File: config.mk
export PLATFORM = sky130hd
export DESIGN_NAME = uart_fifo_controller
export DESIGN_NICKNAME = d
export VERILOG_FILES = /design/src/rtl/uart_fifo_controller.sv
export SDC_FILE = /design/constraint.sdc
export NUM_CORES = 1
export LEC_CHECK = 0
export ABC_AREA = 1
export BUFFER_PORTS_ARGS = -buffer_cell sky130_fd_sc_hd__clkbuf_2
export CAP_MARGIN = 0
export CORE_MARGIN = 5
export CORE_UTILIZATION = 56
export CTS_BUF_LIST = sky130_fd_sc_hd__clkbuf_16
export CTS_CLUSTER_DIAMETER = 50
export DETAILED_ROUTE_END_ITERATION = 8
export HOLD_SLACK_MARGIN = 0.06
export PLACE_DENSITY = 0.8
export SLEW_MARGIN = 20
export SYNTH_ARGS = -nofsm -noshare
export SYNTH_HDL_FRONTEND = slang
export SYNTH_SLANG_ARGS = --single-unit
export TNS_END_PERCENT = 50
File: constraint.sdc
create_clock -name clk -period 2.4 [get_ports clk]
set_input_delay 0.36 -clock clk [delete_from_list [all_inputs] [get_ports clk]]
set_output_delay 0.36 -clock clk [all_outputs]
set_load 0.03 [all_outputs]
File: src/rtl/uart_fifo_controller.sv
// UART controller with TX/RX FIFOs, configurable frame format and sticky error status.
// Frames carry data[UART_NBIT-1:0], LSB first; bus side is DATA_WIDTH wide.
module uart_fifo_controller #(
   parameter int unsigned DATA_WIDTH = 32,
   parameter int unsigned UART_NBIT  = 8,
   parameter int unsigned CLK_FREQ   = 50,
   parameter int unsigned BAUDRATE   = 5,
   parameter int unsigned PARITY_EN  = 0,
   parameter int unsigned PARITY_ODD = 0,
   parameter int unsigned STOP_BITS  = 1,
   parameter int unsigned FIFO_DEPTH = 4
) (
   input  logic                          clk,
   input  logic                          reset,
   input  logic                          SerialDataIn,
   output logic                          SerialDataOut,
   input  logic [DATA_WIDTH-1:0]         tx_data,
   input  logic                          tx_push,
   input  logic                          rx_pop,
   input  logic                          clr_err,
   output logic [DATA_WIDTH-1:0]         rx_data,
   output logic [DATA_WIDTH-1:0]         status,
   output logic [$clog2(FIFO_DEPTH):0]   rx_level,
   output logic [$clog2(FIFO_DEPTH):0]   tx_level
);

   localparam int unsigned CLKS_PER_BIT = CLK_FREQ / BAUDRATE;
   localparam int unsigned CW = $clog2(CLKS_PER_BIT);
   localparam int unsigned PW = $clog2(FIFO_DEPTH);
   localparam int unsigned LW = PW + 1;
   localparam int unsigned BW = $clog2(UART_NBIT);

   localparam logic [CW-1:0] CntLast = CW'(CLKS_PER_BIT - 1);
   localparam logic [CW-1:0] CntMid  = CW'(CLKS_PER_BIT / 2);
   localparam logic [BW-1:0] BitLast = BW'(UART_NBIT - 1);
   localparam logic [LW-1:0] DepthL  = LW'(FIFO_DEPTH);

   localparam logic [2:0] StIdle   = 3'd0;
   localparam logic [2:0] StStart  = 3'd1;
   localparam logic [2:0] StData   = 3'd2;
   localparam logic [2:0] StParity = 3'd3;
   localparam logic [2:0] StStop   = 3'd4;

   // Upper tx_data bits are intentionally ignored.
   logic unused_tx_bits;
   assign unused_tx_bits = ^tx_data[DATA_WIDTH-1:UART_NBIT];

   // ---------------------------------------------------------------- TX FIFO
   logic [UART_NBIT-1:0] tx_mem [FIFO_DEPTH];
   logic [PW-1:0]        tx_wr_q, tx_rd_q;
   logic [LW-1:0]        tx_cnt_q;
   logic                 tx_full, tx_empty, tx_pop, tx_pop_ok, tx_push_ok;
   logic [UART_NBIT-1:0] tx_head;

   assign tx_full    = (tx_cnt_q == DepthL);
   assign tx_empty   = (tx_cnt_q == '0);
   assign tx_pop_ok  = tx_pop & ~tx_empty;
   // A push into a full FIFO is accepted when the FSM pops in the same cycle.
   assign tx_push_ok = tx_push & (~tx_full | tx_pop_ok);
   assign tx_head    = tx_mem[tx_rd_q];

   // TX FIFO storage (no reset needed; occupancy guards reads)
   always_ff @(posedge clk) begin
      if (tx_push_ok) tx_mem[tx_wr_q] <= tx_data[UART_NBIT-1:0];
   end

   // TX FIFO pointers and occupancy
   always_ff @(posedge clk) begin
      if (!reset) begin
         tx_wr_q  <= '0;
         tx_rd_q  <= '0;
         tx_cnt_q <= '0;
      end else begin
         if (tx_push_ok) tx_wr_q <= tx_wr_q + PW'(1);
         if (tx_pop_ok)  tx_rd_q <= tx_rd_q + PW'(1);
         tx_cnt_q <= tx_cnt_q + LW'(tx_push_ok) - LW'(tx_pop_ok);
      end
   end

   // ---------------------------------------------------------------- TX FSM
   logic [2:0]           tx_state_q;
   logic [CW-1:0]        tx_baud_q;
   logic [BW-1:0]        tx_bit_q;
   logic                 tx_stop_q;
   logic [UART_NBIT-1:0] tx_shift_q;
   logic                 tx_par_q;
   logic                 tx_line_q;
   logic                 tx_bit_end, tx_last_stop;

   assign tx_bit_end   = (tx_baud_q == CntLast);
   assign tx_last_stop = (tx_stop_q == 1'(STOP_BITS - 1));

   // Pop on leaving idle, or at the end of the final stop bit when more data waits.
   always_comb begin
      tx_pop = 1'b0;
      if (tx_state_q == StIdle && !tx_empty) tx_pop = 1'b1;
      if (tx_state_q == StStop && tx_bit_end && tx_last_stop && !tx_empty) tx_pop = 1'b1;
   end

   // TX frame sequencing; line level is registered so each bit lasts CLKS_PER_BIT cycles
   always_ff @(posedge clk) begin
      if (!reset) begin
         tx_state_q <= StIdle;
         tx_baud_q  <= '0;
         tx_bit_q   <= '0;
         tx_stop_q  <= 1'b0;
         tx_shift_q <= '0;
         tx_par_q   <= 1'b0;
         tx_line_q  <= 1'b1;
      end else begin
         if (tx_state_q != StIdle) tx_baud_q <= tx_bit_end ? '0 : tx_baud_q + CW'(1);
         case (tx_state_q)
            StIdle: begin
               if (!tx_empty) begin
                  tx_state_q <= StStart;
                  tx_line_q  <= 1'b0;
                  tx_shift_q <= tx_head;
                  tx_par_q   <= ^tx_head ^ 1'(PARITY_ODD);
               end
            end
            StStart: begin
               if (tx_bit_end) begin
                  tx_state_q <= StData;
                  tx_bit_q   <= '0;
                  tx_line_q  <= tx_shift_q[0];
               end
            end
            StData: begin
               if (tx_bit_end) begin
                  if (tx_bit_q == BitLast) begin
                     if (PARITY_EN != 0) begin
                        tx_state_q <= StParity;
                        tx_line_q  <= tx_par_q;
                     end else begin
                        tx_state_q <= StStop;
                        tx_stop_q  <= 1'b0;
                        tx_line_q  <= 1'b1;
                     end
                  end else begin
                     tx_bit_q   <= tx_bit_q + BW'(1);
                     tx_shift_q <= {1'b0, tx_shift_q[UART_NBIT-1:1]};
                     tx_line_q  <= tx_shift_q[1];
                  end
               end
            end
            StParity: begin
               if (tx_bit_end) begin
                  tx_state_q <= StStop;
                  tx_stop_q  <= 1'b0;
                  tx_line_q  <= 1'b1;
               end
            end
            StStop: begin
               if (tx_bit_end) begin
                  if (!tx_last_stop) begin
                     tx_stop_q <= 1'b1;
                  end else if (!tx_empty) begin
                     tx_state_q <= StStart;
                     tx_line_q  <= 1'b0;
                     tx_shift_q <= tx_head;
                     tx_par_q   <= ^tx_head ^ 1'(PARITY_ODD);
                  end else begin
                     tx_state_q <= StIdle;
                     tx_line_q  <= 1'b1;
                  end
               end
            end
            default: begin
               tx_state_q <= StIdle;
               tx_line_q  <= 1'b1;
            end
         endcase
      end
   end

   // ---------------------------------------------------------------- RX path
   logic rx_sync1_q, rx_s, rx_prev_q;

   // Two-flop synchroniser plus one delayed copy for falling-edge detection
   always_ff @(posedge clk) begin
      if (!reset) begin
         rx_sync1_q <= 1'b1;
         rx_s       <= 1'b1;
         rx_prev_q  <= 1'b1;
      end else begin
         rx_sync1_q <= SerialDataIn;
         rx_s       <= rx_sync1_q;
         rx_prev_q  <= rx_s;
      end
   end

   logic [2:0]           rx_state_q;
   logic [CW-1:0]        rx_baud_q;
   logic [BW-1:0]        rx_bit_q;
   logic [UART_NBIT-1:0] rx_shift_q;
   logic                 rx_mid, rx_end, rx_store, rx_par_evt, rx_frame_evt;

   assign rx_mid       = (rx_baud_q == CntMid);
   assign rx_end       = (rx_baud_q == CntLast);
   assign rx_store     = (rx_state_q == StStop) && rx_mid;
   assign rx_frame_evt = rx_store && !rx_s;
   assign rx_par_evt   = (PARITY_EN != 0) && (rx_state_q == StParity) && rx_mid &&
                         ((^rx_shift_q ^ rx_s) != 1'(PARITY_ODD));

   // RX frame sequencing; leaves STOP right after its mid-bit sample to resync early
   always_ff @(posedge clk) begin
      if (!reset) begin
         rx_state_q <= StIdle;
         rx_baud_q  <= '0;
         rx_bit_q   <= '0;
         rx_shift_q <= '0;
      end else begin
         if (rx_state_q != StIdle) rx_baud_q <= rx_end ? '0 : rx_baud_q + CW'(1);
         case (rx_state_q)
            StIdle: begin
               if (!rx_s && rx_prev_q) rx_state_q <= StStart;
            end
            StStart: begin
               if (rx_mid && rx_s) begin
                  // Line back high before mid-bit: glitch, not a start bit.
                  rx_state_q <= StIdle;
                  rx_baud_q  <= '0;
               end else if (rx_end) begin
                  rx_state_q <= StData;
                  rx_bit_q   <= '0;
               end
            end
            StData: begin
               if (rx_mid) rx_shift_q <= {rx_s, rx_shift_q[UART_NBIT-1:1]};
               if (rx_end) begin
                  if (rx_bit_q == BitLast) begin
                     rx_state_q <= (PARITY_EN != 0) ? StParity : StStop;
                  end else begin
                     rx_bit_q <= rx_bit_q + BW'(1);
                  end
               end
            end
            StParity: begin
               if (rx_end) rx_state_q <= StStop;
            end
            StStop: begin
               if (rx_mid) begin
                  rx_state_q <= StIdle;
                  rx_baud_q  <= '0;
               end
            end
            default: rx_state_q <= StIdle;
         endcase
      end
   end

   // ---------------------------------------------------------------- RX FIFO
   logic [UART_NBIT-1:0] rx_mem [FIFO_DEPTH];
   logic [PW-1:0]        rx_wr_q, rx_rd_q;
   logic [LW-1:0]        rx_cnt_q;
   logic                 rx_full, rx_empty, rx_pop_ok, rx_push_ok, rx_ovr_evt;

   assign rx_full    = (rx_cnt_q == DepthL);
   assign rx_empty   = (rx_cnt_q == '0);
   assign rx_pop_ok  = rx_pop & ~rx_empty;
   assign rx_push_ok = rx_store & (~rx_full | rx_pop_ok);
   assign rx_ovr_evt = rx_store & ~rx_push_ok;

   // RX FIFO storage
   always_ff @(posedge clk) begin
      if (rx_push_ok) rx_mem[rx_wr_q] <= rx_shift_q;
   end

   // RX FIFO pointers and occupancy
   always_ff @(posedge clk) begin
      if (!reset) begin
         rx_wr_q  <= '0;
         rx_rd_q  <= '0;
         rx_cnt_q <= '0;
      end else begin
         if (rx_push_ok) rx_wr_q <= rx_wr_q + PW'(1);
         if (rx_pop_ok)  rx_rd_q <= rx_rd_q + PW'(1);
         rx_cnt_q <= rx_cnt_q + LW'(rx_push_ok) - LW'(rx_pop_ok);
      end
   end

   // ---------------------------------------------------------------- status
   logic [2:0] err_q;  // {overrun, frame_err, parity_err}

   // Sticky errors; a new error in the same cycle as clr_err survives the clear
   always_ff @(posedge clk) begin
      if (!reset) begin
         err_q <= '0;
      end else begin
         err_q <= (clr_err ? 3'b000 : err_q) | {rx_ovr_evt, rx_frame_evt, rx_par_evt};
      end
   end

   // Bus-side outputs
   always_comb begin
      status      = '0;
      status[0]   = rx_empty;
      status[1]   = rx_full;
      status[2]   = tx_empty;
      status[3]   = tx_full;
      status[4]   = (tx_state_q != StIdle);
      status[7:5] = err_q;
      rx_data     = '0;
      if (!rx_empty) rx_data[UART_NBIT-1:0] = rx_mem[rx_rd_q];
   end

   assign SerialDataOut = tx_line_q;
   assign rx_level      = rx_cnt_q;
   assign tx_level      = tx_cnt_q;

endmodule

# Yosys cells after proc, flatten, opt, wreduce, memory -nomap -nowiden
# Memory sizes are Yosys's and may differ from the RTL's. A register that Yosys moved wholly into a read port is not among the register bits.
# Index checks and enable logic that the tools add are counted.
# classes
addsub	12
mul	0
div	0
n_lt_le_gt_ge	0
n_eq_ne	32
shifts	0
muxes	65
n_bitwise	14
n_reduce_logical	28
# ops
op	n
$mux W3	22
$mux W8	6
$ne A2 B2 Y1 const B	16
$pmux W3 S5	2
$pmux W8 S3	1
$mux W1	20
$mux W4	5
$eq A3 B3 Y1 const B	6
$reduce_and A5 Y1	3
$eq A3 B2 Y1 const B	4
$logic_not A3 Y1	4
$pmux W3 S2	2
$reduce_and A6 Y1	2
$reduce_bool A3 Y1	4
$add A2 B1 Y2 const B	4
$add A4 B1 Y4 const B	2
$eq A4 B4 Y1 const B	2
$logic_and A1 B1 Y1	8
$mux W2	4
$pmux W4 S2	1
$reduce_and A7 Y1	1
$add A3 B1 Y3	2
$add A3 B1 Y3 const B	2
$eq A3 B1 Y1 const B	2
other kinds (13)	26
# word_totals
reg_bits	58
latch_bits	0
ram_bits	64
romBits	0
input_bits	38
out_inout_bits	71
elab_cells	173
mem_count	2
# memory_table
memory	depth	word_bits	rd	rd_ports_with_merged_regs	wr	line	text
rx_mem	4	8	1	1	1	253	logic [UART_NBIT-1:0] rx_mem [FIFO_DEPTH];
tx_mem	4	8	1	1	1	49	logic [UART_NBIT-1:0] tx_mem [FIFO_DEPTH];

# Logic depth before layout (Yosys ltp)
# Gate-level depths: netlist of run 1.
# logic_depth
word_depth	10
depth_mapped	12
mapped_depth_nobuf	12

# Worst setup path after synthesis of run 1
# Ideal clock, no wire load.
# synth_path
path_type	reg-to-reg
from	register tx_cnt_q[2], in the netlist tx_level[2]
to	register tx_cnt_q[1], in the netlist tx_level[1]
setup_ns	0.109
arrival_ns	1.968
required_time_ns	2.291
setup_slack_ns	0.323
path_stages_with_launch	12
path_buffers	0
period_less_slack_ns	2.077
path_cell_list	dfxtp_1 > inv_1 > nand2_1 > nand2_1 > inv_1 > nand2_1 > or2_2 > nand2_1 > ha_1 > fa_1 > nand2_1 > inv_1
# synth_via
elab_chain_len	10
word_cells_on_any_way	14
# synth_lines
element	line	text
start, declared	51	logic [LW-1:0] tx_cnt_q;
start signal, assigned	76	tx_cnt_q <= tx_cnt_q + LW'(tx_push_ok) - LW'(tx_pop_ok);
$logic_not A3 Y1	56	assign tx_empty = (tx_cnt_q == '0);
$logic_not A1 Y1	n/a	
$logic_and A1 B1 Y1	96	if (tx_state_q == StIdle && !tx_empty) tx_pop = 1'b1;
$mux W1	96	
$mux W1	97	if (tx_state_q == StStop && tx_bit_end && tx_last_stop && !tx_empty) tx_pop = 1'b1;
$and A1 B1 Y1	57	assign tx_pop_ok = tx_pop & ~tx_empty;
$or A1 B1 Y1	59	assign tx_push_ok = tx_push & (~tx_full | tx_pop_ok);
$and A1 B1 Y1	59	
$add A3 B1 Y3	76	
$sub A3 B1 Y3 *	76	
# Mark *: on every way between the ends. The rest lies on a longest branch, timed or not.
# A chain may end at the register's enable or synchronous reset.

==> results.txt, run 1 <==
----------------------------------------------------
[Global routing]
  Global-route wire length before repair ... 18200 microns
  Pin count of the biggest net entering global routing ... 40
  Global-route track usage on met2 ... 0.327
  GRT Resource Usage Total ... 0.177
  Via count of the first global-routing pass ... 4132
  Routing usage on met3 ... 0.0507
  Antenna violations before repair ... 0
  Fraction of met1 tracks used by global routing ... 0.189
  Total gr overflow ... 0
  Layer with the highest usage ... met2

[Synth]
  Top post-synthesis cells by area ... edfxtp_1 (33%), dfxtp_1 (20%), nor2_1 (8.6%)
  Yosys top cell by area ... edfxtp_1
  Mean instance size in the synthesized netlist ... 8.72 sq um
  Most instantiated flip-flop cell in the synthesis netlist ... edfxtp_1
  Fraction of synthesized cell area taken by the top area cell type ... 0.327
  Part of the Yosys area used for sequential elements ... 0.532
  Ys Warns ... 0
  Number of unique standard cell types used by synthesis ... 35
  Number of flops mapped to enable cells by yosys ... 64
  Number of synthesized register bits ... between 100 and 150
  Cell area after synthesis ... 0.00587 sq mm
  Share of flip-flops with an asynchronous set or reset ... 0
  Mapped Cells ... 674

[Worst setup path]
  Critical setup path kind ... flop to primary output
  Kind of start point of the critical path ... flop
  Required time worst endpoint ... roughly 2.0 ns
  Reg2Reg Launch Point ... rx_baud_q[0]
  Reg2Reg Setup Slack ... 0.26 ns
  Critical path peak fanout ... 17
  Worst EP arrival ... 1.83 ns
  Crit end category ... primary output

[Timing]
  Worst-case clock skew ... 0.00864 ns
  Post-Route Setup TNS ... 0 ns
  Setup WS post-layout ... 0.213 ns
  Min Tclk post-route ... 2.19 ns
  Fraction of the cycle the final worst path needs ... 0.911
  Setup repair after global routing missed its margin ... false
  Pins over their slew limit ... 0
  Setup-violating endpoint count in the final report ... 0
  Number of hold violations in the final report ... 0
  Normalized max-slew margin ... 0.610
  Top achievable clock speed ... 0.457 GHz
  Tightest Pin Transition ... 0.584 ns

[Clocking]
  Number of CTS-inserted buffers ... 17
  Post-CTS Setup Inserts ... 0
  Buffer type at the clock tree root ... clkbuf_16
  Worst-skew pair later-pin latency ... 0.41 ns
  Number of buffers on the longest clock path ... 2
  Post-CTS Hold Fix Bufs ... 0
  Post-CTS Resized ... 0
  Clock sinks ... 124
  CTS tree ... built
  Post-CTS clock slew at the launch and capture registers of the worst setup and hold paths ... 0.06 ns
  Count of H-tree levels built during CTS ... 4

[Floorplanning]
  Standard-cell row count ... 37
  Height of the die ... 112 microns
  Die width ... 112 microns
  Die Area ... 0.0126 sq mm
  Area of the core ... 0.0103 sq mm
  Io pins ... 109
  Initial Util ... 0.572

[Finish]
  Number of filler instances in the final layout ... 806
  Seq. cell area ... around 0.0031 sq mm
  Final Net Count ... 774
  Leading cell type in the layout, fill and taps excluded ... nor2_1
  Area of combinational cells with multiple inputs ... 0.00218 sq mm
  Most used cells in the layout excluding fill and tap cells ... nor2_1 (133), nand2_1 (111), inv_1 (69)
  Share of layout cells above drive strength 1 ... 0.145
  Post-route cell area ... 0.00662 sq mm
  Number of antenna diodes ... 0
  Area delta synth->final ... 12.7%
  Finished Core Util ... 0.644

[Route]
  Vias ... 4217
  Detailed router's first-iteration violation count ... 178
  Number of design rule violations left after detail routing ... 0
  Total routed wirelength ... 10700 microns
  WL per Instance ... approximately 12 microns
  Antenna-violating nets left ... 0
  Number of vias per cell ... 4.85
  Pre-antenna DRT Iters ... 4

[Power and ir drop]
  Power after layout ... 7.90 mW
  Power per Cell Area ... around 1200 mW/mm^2
  Peak supply drop ... 0.000626 V
  Leak Pwr ... a little under 3 nW

[Place]
  Buffers added on ports ... 35
  Instance area at placement ... 0.00601 sq mm
  Worst setup timing slack at the placement stage ... ~0.17 ns
  RePlAce Congestion ... 0.792
  Half-perimeter wire length after detailed placement ... between 7000 and 8000 microns

[Flow run]
  Maxcap violations ... 0

[Worst hold path]
  Launch point of the worst hold path ... SerialDataIn
  Type of the tightest min-delay check ... primary input to flop

[Outcome]
  Run status ... completed

----------------------------------------------------
## flip-flops by register name, indices dropped and copies added (netlist names), 2 cells and up, named ones only
signal	flops
rx_wr_q	2
tx_mem	32
tx_level	3
rx_state_q	3
rx_rd_q	2
err_q	2
rx_mem	32
rx_bit_q	3
tx_shift_q	8
tx_bit_q	3
rx_baud_q	4
tx_wr_q	2
rx_shift_q	8
rx_level	3
tx_rd_q	2
tx_baud_q	4
tx_state_q	3
## cells by family after synthesis
| family | synth area share |
|---|---|
| AOI/OAI and AO/OA | 0.0852 |
| xor gates and xnor gates | 0.00746 |
| adders and majority gates | 0.0366 |
| buffers and inverters | 0.129 |
| DFF | 0.532 |
| other | 0.000638 |
| and+or+nand+nor | 0.209 |
## power breakdown
group          total [mW]  switching, mW  internal (mW)
registers            2.76          0.227           2.53
clock network        2.56          0.995           1.56
logic                2.58           1.79          0.796
## metrics by stage
stage	hold slack [ns]	std cells
3_3_place_gp	0.409	837
5_1_grt	0.143	869
3_5_place_dp	0.423	837
4_1_cts	0.141	869
2_1_floorplan	0.393	722
6_report	0.149	869
## synthesized netlist by cell type, drive strengths merged (2+ instances only)
cell type / count
or2: 3
nand2: 117
edfxtp: 64
xor2: 2
nor3: 8
nand3: 19
fa: 2
buf: 62
a21oi: 35
xnor2: 3
o21ai: 59
clkbuf: 8
nor3b: 2
ha: 14
inv: 70
nor2: 139
dfxtp: 60
## worst max-delay path, cell delays in order (launching register included)
cell and delay [ns]:
dfxtp_1 0.29, buf_4 0.18, inv_1 0.34, o21ai_0 0.17
a21oi_1 0.20, clkbuf_2 0.23
## per-layer routing
layer,routed length [microns],part of all wire
met1,4140,0.39
met2,5810,0.54
met3,585,0.055
met4,191,0.018
met5,0,0
## path summary, 6_finish.rpt
| path | end | depth (start not counted) |
|---|---|---|
| worst min-delay path | rx_sync1_q | 2 |
| worst max register to register | rx_level[2] | 10 |
| worst min register to register | rx_s | 1 |
| worst max-delay path | rx_data[1] | 5 |
## layout make-up
type                    instances  area share
flip-flops and latches        124       0.472
multi-input cells             458       0.329
clock buffers                  17      0.0642
repair buffers                 49      0.0423
inverters                      70      0.0397
clock inverters                15      0.0272
well taps                     136      0.0257
No activity file was read; power rests on OpenSTA's default activity.
==> run 2: changes to the inputs <==
- ABC_AREA: 1 -> default
==> results.txt, run 2 <==
----------------------------------------------------
[Outcome]
  Run status ... completed

[Timing]
  Setup-violating endpoint count in the final report ... 0 (unchanged)
  Pins over their slew limit ... 0 (unchanged)
  Min Tclk post-route ... 2.29 ns (+0.106 ns)
  Number of hold violations in the final report ... 0 (unchanged)
  Normalized max-slew margin ... 0.597 (-0.0136)
  Setup repair after global routing missed its margin ... false
  Top achievable clock speed ... 0.436 GHz (-4.6%)
  Fraction of the cycle the final worst path needs ... 0.955 (+0.0440)
  Worst-case clock skew ... 0.00969 ns (+0.00105 ns)
  Post-Route Setup TNS ... 0 ns (unchanged)
  Tightest Pin Transition ... 0.600 ns (+0.0159 ns)

[Route]
  Antenna-violating nets left ... 0 (unchanged)
  Number of vias per cell ... 5.18 (+6.7%)
  Pre-antenna DRT Iters ... 4 (unchanged)
  Total routed wirelength ... 9960 microns (-7.2%)
  WL per Instance ... 15.0 microns (+22%)
  Vias ... 3427 (-19%)
  Number of design rule violations left after detail routing ... 0 (unchanged)
  Detailed router's first-iteration violation count ... 207 (+16%)

[Worst setup path]
  Required time worst endpoint ... 2.70 ns (+0.66 ns)
  Crit path largest cell delay ... 0.39 ns (+0.05 ns)
  Worst EP arrival ... 2.59 ns (+0.76 ns)
  Reg2Reg Setup Slack ... 0.11 ns (-0.15 ns)
  Crit end category ... flop
  Buffers & Inverters on Critical Path ... 0 (-3)
  Reg2Reg Launch Point ... rx_state_q[2]
  Critical path peak fanout ... 2 (-15)
  Kind of start point of the critical path ... flop
  Slowest cell on the critical path ... or3b_4
  Gate family responsible for the most delay along the worst path ... simple AND/OR/NAND/NOR gates
  Reg2Reg Depth ... 9 (-1)
  Terminus of the critical flop-to-flop path ... rx_level[2]
  Cell chain of the critical path ... or3b_4 -> or2_2 -> nand3_2 -> nand2_1 -> ha_1 -> fa_1 -> xnor2_1 -> xnor2_1 -> and2_1
  Cell occurring most often along the worst timing path ... xnor2_1
  Critical setup path kind ... flop to flop

[Global routing]
  GRT Resource Usage Total ... 0.164 (-0.0127)
  Pin count of the biggest net entering global routing ... 40 (unchanged)
  Antenna violations before repair ... 0 (unchanged)
  Global-route track usage on met2 ... 0.282 (-0.0448)
  Routing usage on met3 ... 0.0527 (+0.00204)
  Layer with the highest usage ... met2
  Fraction of met1 tracks used by global routing ... 0.197 (+0.00769)
  Total gr overflow ... 0 (unchanged)
  Global-route wire length before repair ... 16500 microns (-9.1%)
  Via count of the first global-routing pass ... 3528 (-15%)

[Finish]
  Post-route cell area ... 0.00664 sq mm (+0.30%)
  Area delta synth->final ... 14.0%
  Number of antenna diodes ... 0 (unchanged)
  Final Net Count ... 567 (-27%)
  Leading cell type in the layout, fill and taps excluded ... edfxtp_1
  Final std cells w/o fill ... 662 (-24%)
  Most used cells in the layout excluding fill and tap cells ... edfxtp_1 (64), dfxtp_1 (58), conb_1 (49)
  Share of layout cells above drive strength 1 ... 0.238 (+0.0930)
  Top Registers ... rx_mem x32, tx_mem x32

[Clocking]
  Clock sinks ... 124 (unchanged)
  Count of H-tree levels built during CTS ... 4 (unchanged)
  Number of CTS-inserted buffers ... 17 (unchanged)
  Number of buffers on the longest clock path ... 2 (unchanged)
  Buffer type at the clock tree root ... clkbuf_16
  Worst-skew pair later-pin latency ... 0.41 ns (about the same)
  Post-CTS clock slew at the launch and capture registers of the worst setup and hold paths ... 0.05 ns (about the same)
  CTS tree ... built
  Post-CTS Hold Fix Bufs ... 0 (unchanged)

[Synth]
  Number of unique standard cell types used by synthesis ... 61 (+74%)
  Ys Warns ... 0 (unchanged)
  Number of synthesized register bits ... 124 (unchanged)
  Share of flip-flops with an asynchronous set or reset ... 0 (unchanged)
  Mapped Cells ... 463 (-31%)
  Number of flops mapped to enable cells by yosys ... 64 (unchanged)
  Simple logic cell fraction of the synthesized area ... 0.146 (-0.0629)
  Fraction of the mapped netlist area in compound gates ... 0.0692 (-0.0160)
  Most instantiated flip-flop cell in the synthesis netlist ... edfxtp_1
  Top post-synthesis cells by area ... edfxtp_1 (33%), dfxtp_1 (21%), buf_4 (6.8%)
  Yosys top cell by area ... edfxtp_1
  Post-synthesis share of cell area spent on full adders, half adders and majority gates ... 0.0369 (+0.000315)
  Largest family of logic cells by synthesized area ... simple AND/OR/NAND/NOR gates
  Top cell types by occurrence after synthesis ... edfxtp_1 (64), dfxtp_1 (60), buf_4 (53)
  Post-Synth XOR/XNOR Area ... 0.0150 (+0.00758)
  Fraction of synthesized area in multiplexers ... 0.103 (+0.103)
  Mean instance size in the synthesized netlist ... 12.6 sq um (+44%)
  Fraction of synthesized cell area taken by the top area cell type ... 0.330 (+0.00281)
  Part of the Yosys area used for sequential elements ... 0.536 (+0.00457)
  Most repeated cell in the gate-level netlist after synthesis ... edfxtp_1
  Cell area after synthesis ... 0.00582 sq mm (-0.85%)

[Worst hold path]
  Type of the tightest min-delay check ... primary input to flop
  Launch point of the worst hold path ... SerialDataIn
  Cells on Worst Hold Path ... 2 (unchanged)
  Sink of the worst hold path ... rx_sync1_q

[Place]
  Count of placed standard cells including taps ... 627 (-25%)
  Half-perimeter wire length after detailed placement ... 6730 microns (-8.5%)
  RePlAce Congestion ... 0.773 (-2.4%)
  Buffers added on ports ... 35 (unchanged)
  Instance area at placement ... 0.00600 sq mm (about the same)

[Floorplanning]
  Initial Util ... 0.569 (-0.00231)
  Io pins ... 109 (unchanged)
  Standard-cell row count ... 37 (unchanged)
  Height of the die ... 112 microns (-0.39%)
  Die Area ... 0.0125 sq mm (-0.77%)
  Die width ... 112 microns (-0.39%)
  Area of the core ... 0.0102 sq mm (-0.45%)

[Power and ir drop]
  Leak Pwr ... 2.70 nW (-8.2%)
  Total internal power ... 4.88 mW (-0.18%)
  Combinational Power Share ... 0.279 (-0.048)
  Part of the total power dissipated in sequential elements ... 0.371 (+0.022)
  Peak supply drop ... 0.000816 V (+30%)
  Share of power burned in the clock network ... 0.351 (+0.027)
  Sw Ratio ... 0.320 (-0.0605)
  Power per Cell Area ... 1080 mW/mm^2 (-9.3%)
  Switching power summed over all nets ... 2.30 mW (-24%)

[Flow run]
  Maxcap violations ... 0 (unchanged)

----------------------------------------------------
-- run 2: per-layer routing --
metal / vias up / share of wire
met3: 9 / 0.054
li1: 1665 / -
met1: 1668 / 0.41
met4: 0 / 0.013
met5: - / 0
met2: 85 / 0.52
-- run 2: worst max-delay path by stage --
stage | startpoint | end | cells after the start
global route | tx_baud_q[2] | tx_level[2] | 8
finish | rx_state_q[2] | rx_level[2] | 9
CTS | tx_baud_q[2] | tx_level[2] | 8
global placement | tx_baud_q[2] | tx_level[2] | 8
detailed placement | tx_baud_q[2] | tx_level[2] | 8
floorplan | rx_state_q[2] | rx_level[2] | 10
-- run 2: repair_timing --
item / 4_1_cts / 5_1_grt
pin swaps: 1 / 2
gates resized for setup: 0 / 4
endpoints found under the setup margin: 1 / 3
buffers inserted: 0 / 3
-- run 2: power groups by stage --
stage	logic (mW)	clock network, mW	registers, mW
after detailed placement	1.95	0	2.70
after floorplan	1.52	0	2.73
final	2.00	2.52	2.66
after global routing	2.20	2.67	2.70
after CTS	1.95	2.56	2.66
after global placement	1.88	0	2.68
-- run 2: cell families after synthesis --
family,after synthesis
multiplexers,40
AND/OR/NAND/NOR,130
XOR/XNOR,10
buffers and inverters,86
AO/OA/AOI/OAI,56
adder cells (fa/ha/maj),16
other,1
flip-flops,124
-- run 2: worst reg2reg max path, stage by stage (launching register included) --
cell     delay (ns)
dfxtp_1        0.35
or3b_4         0.39
or2_2          0.31
nand3_2        0.10
nand2_1        0.06
ha_1           0.19
fa_1           0.37
xnor2_1        0.15
xnor2_1        0.12
and2_1         0.15
-- run 2: stage by stage --
step / setup WS, ns / hold WS [ns] / utilization / power, mW
after global routing: 0.00616 / 0.145 / 0.649 / 7.57
final: 0.107 / 0.140 / 0.649 / 7.19
after detailed placement: -0.0404 / 0.402 / 0.587 / 4.65
after CTS: 0.00441 / 0.129 / 0.645 / 7.17
after global placement: 0.0176 / 0.394 / 0.587 / 4.57
after floorplan: 0.00212 / 0.386 / - / 4.26
-- run 2: cell type report --
cell class / count / area (sq um)
repair buffers: 58 / 348
flip-flops and latches: 124 / 3130
inverters: 11 / 41.3
clock buffers: 18 / 450
fillers: 738 / 3590
well taps: 136 / 170
multi-input cells: 301 / 2360
clock inverters: 14 / 143
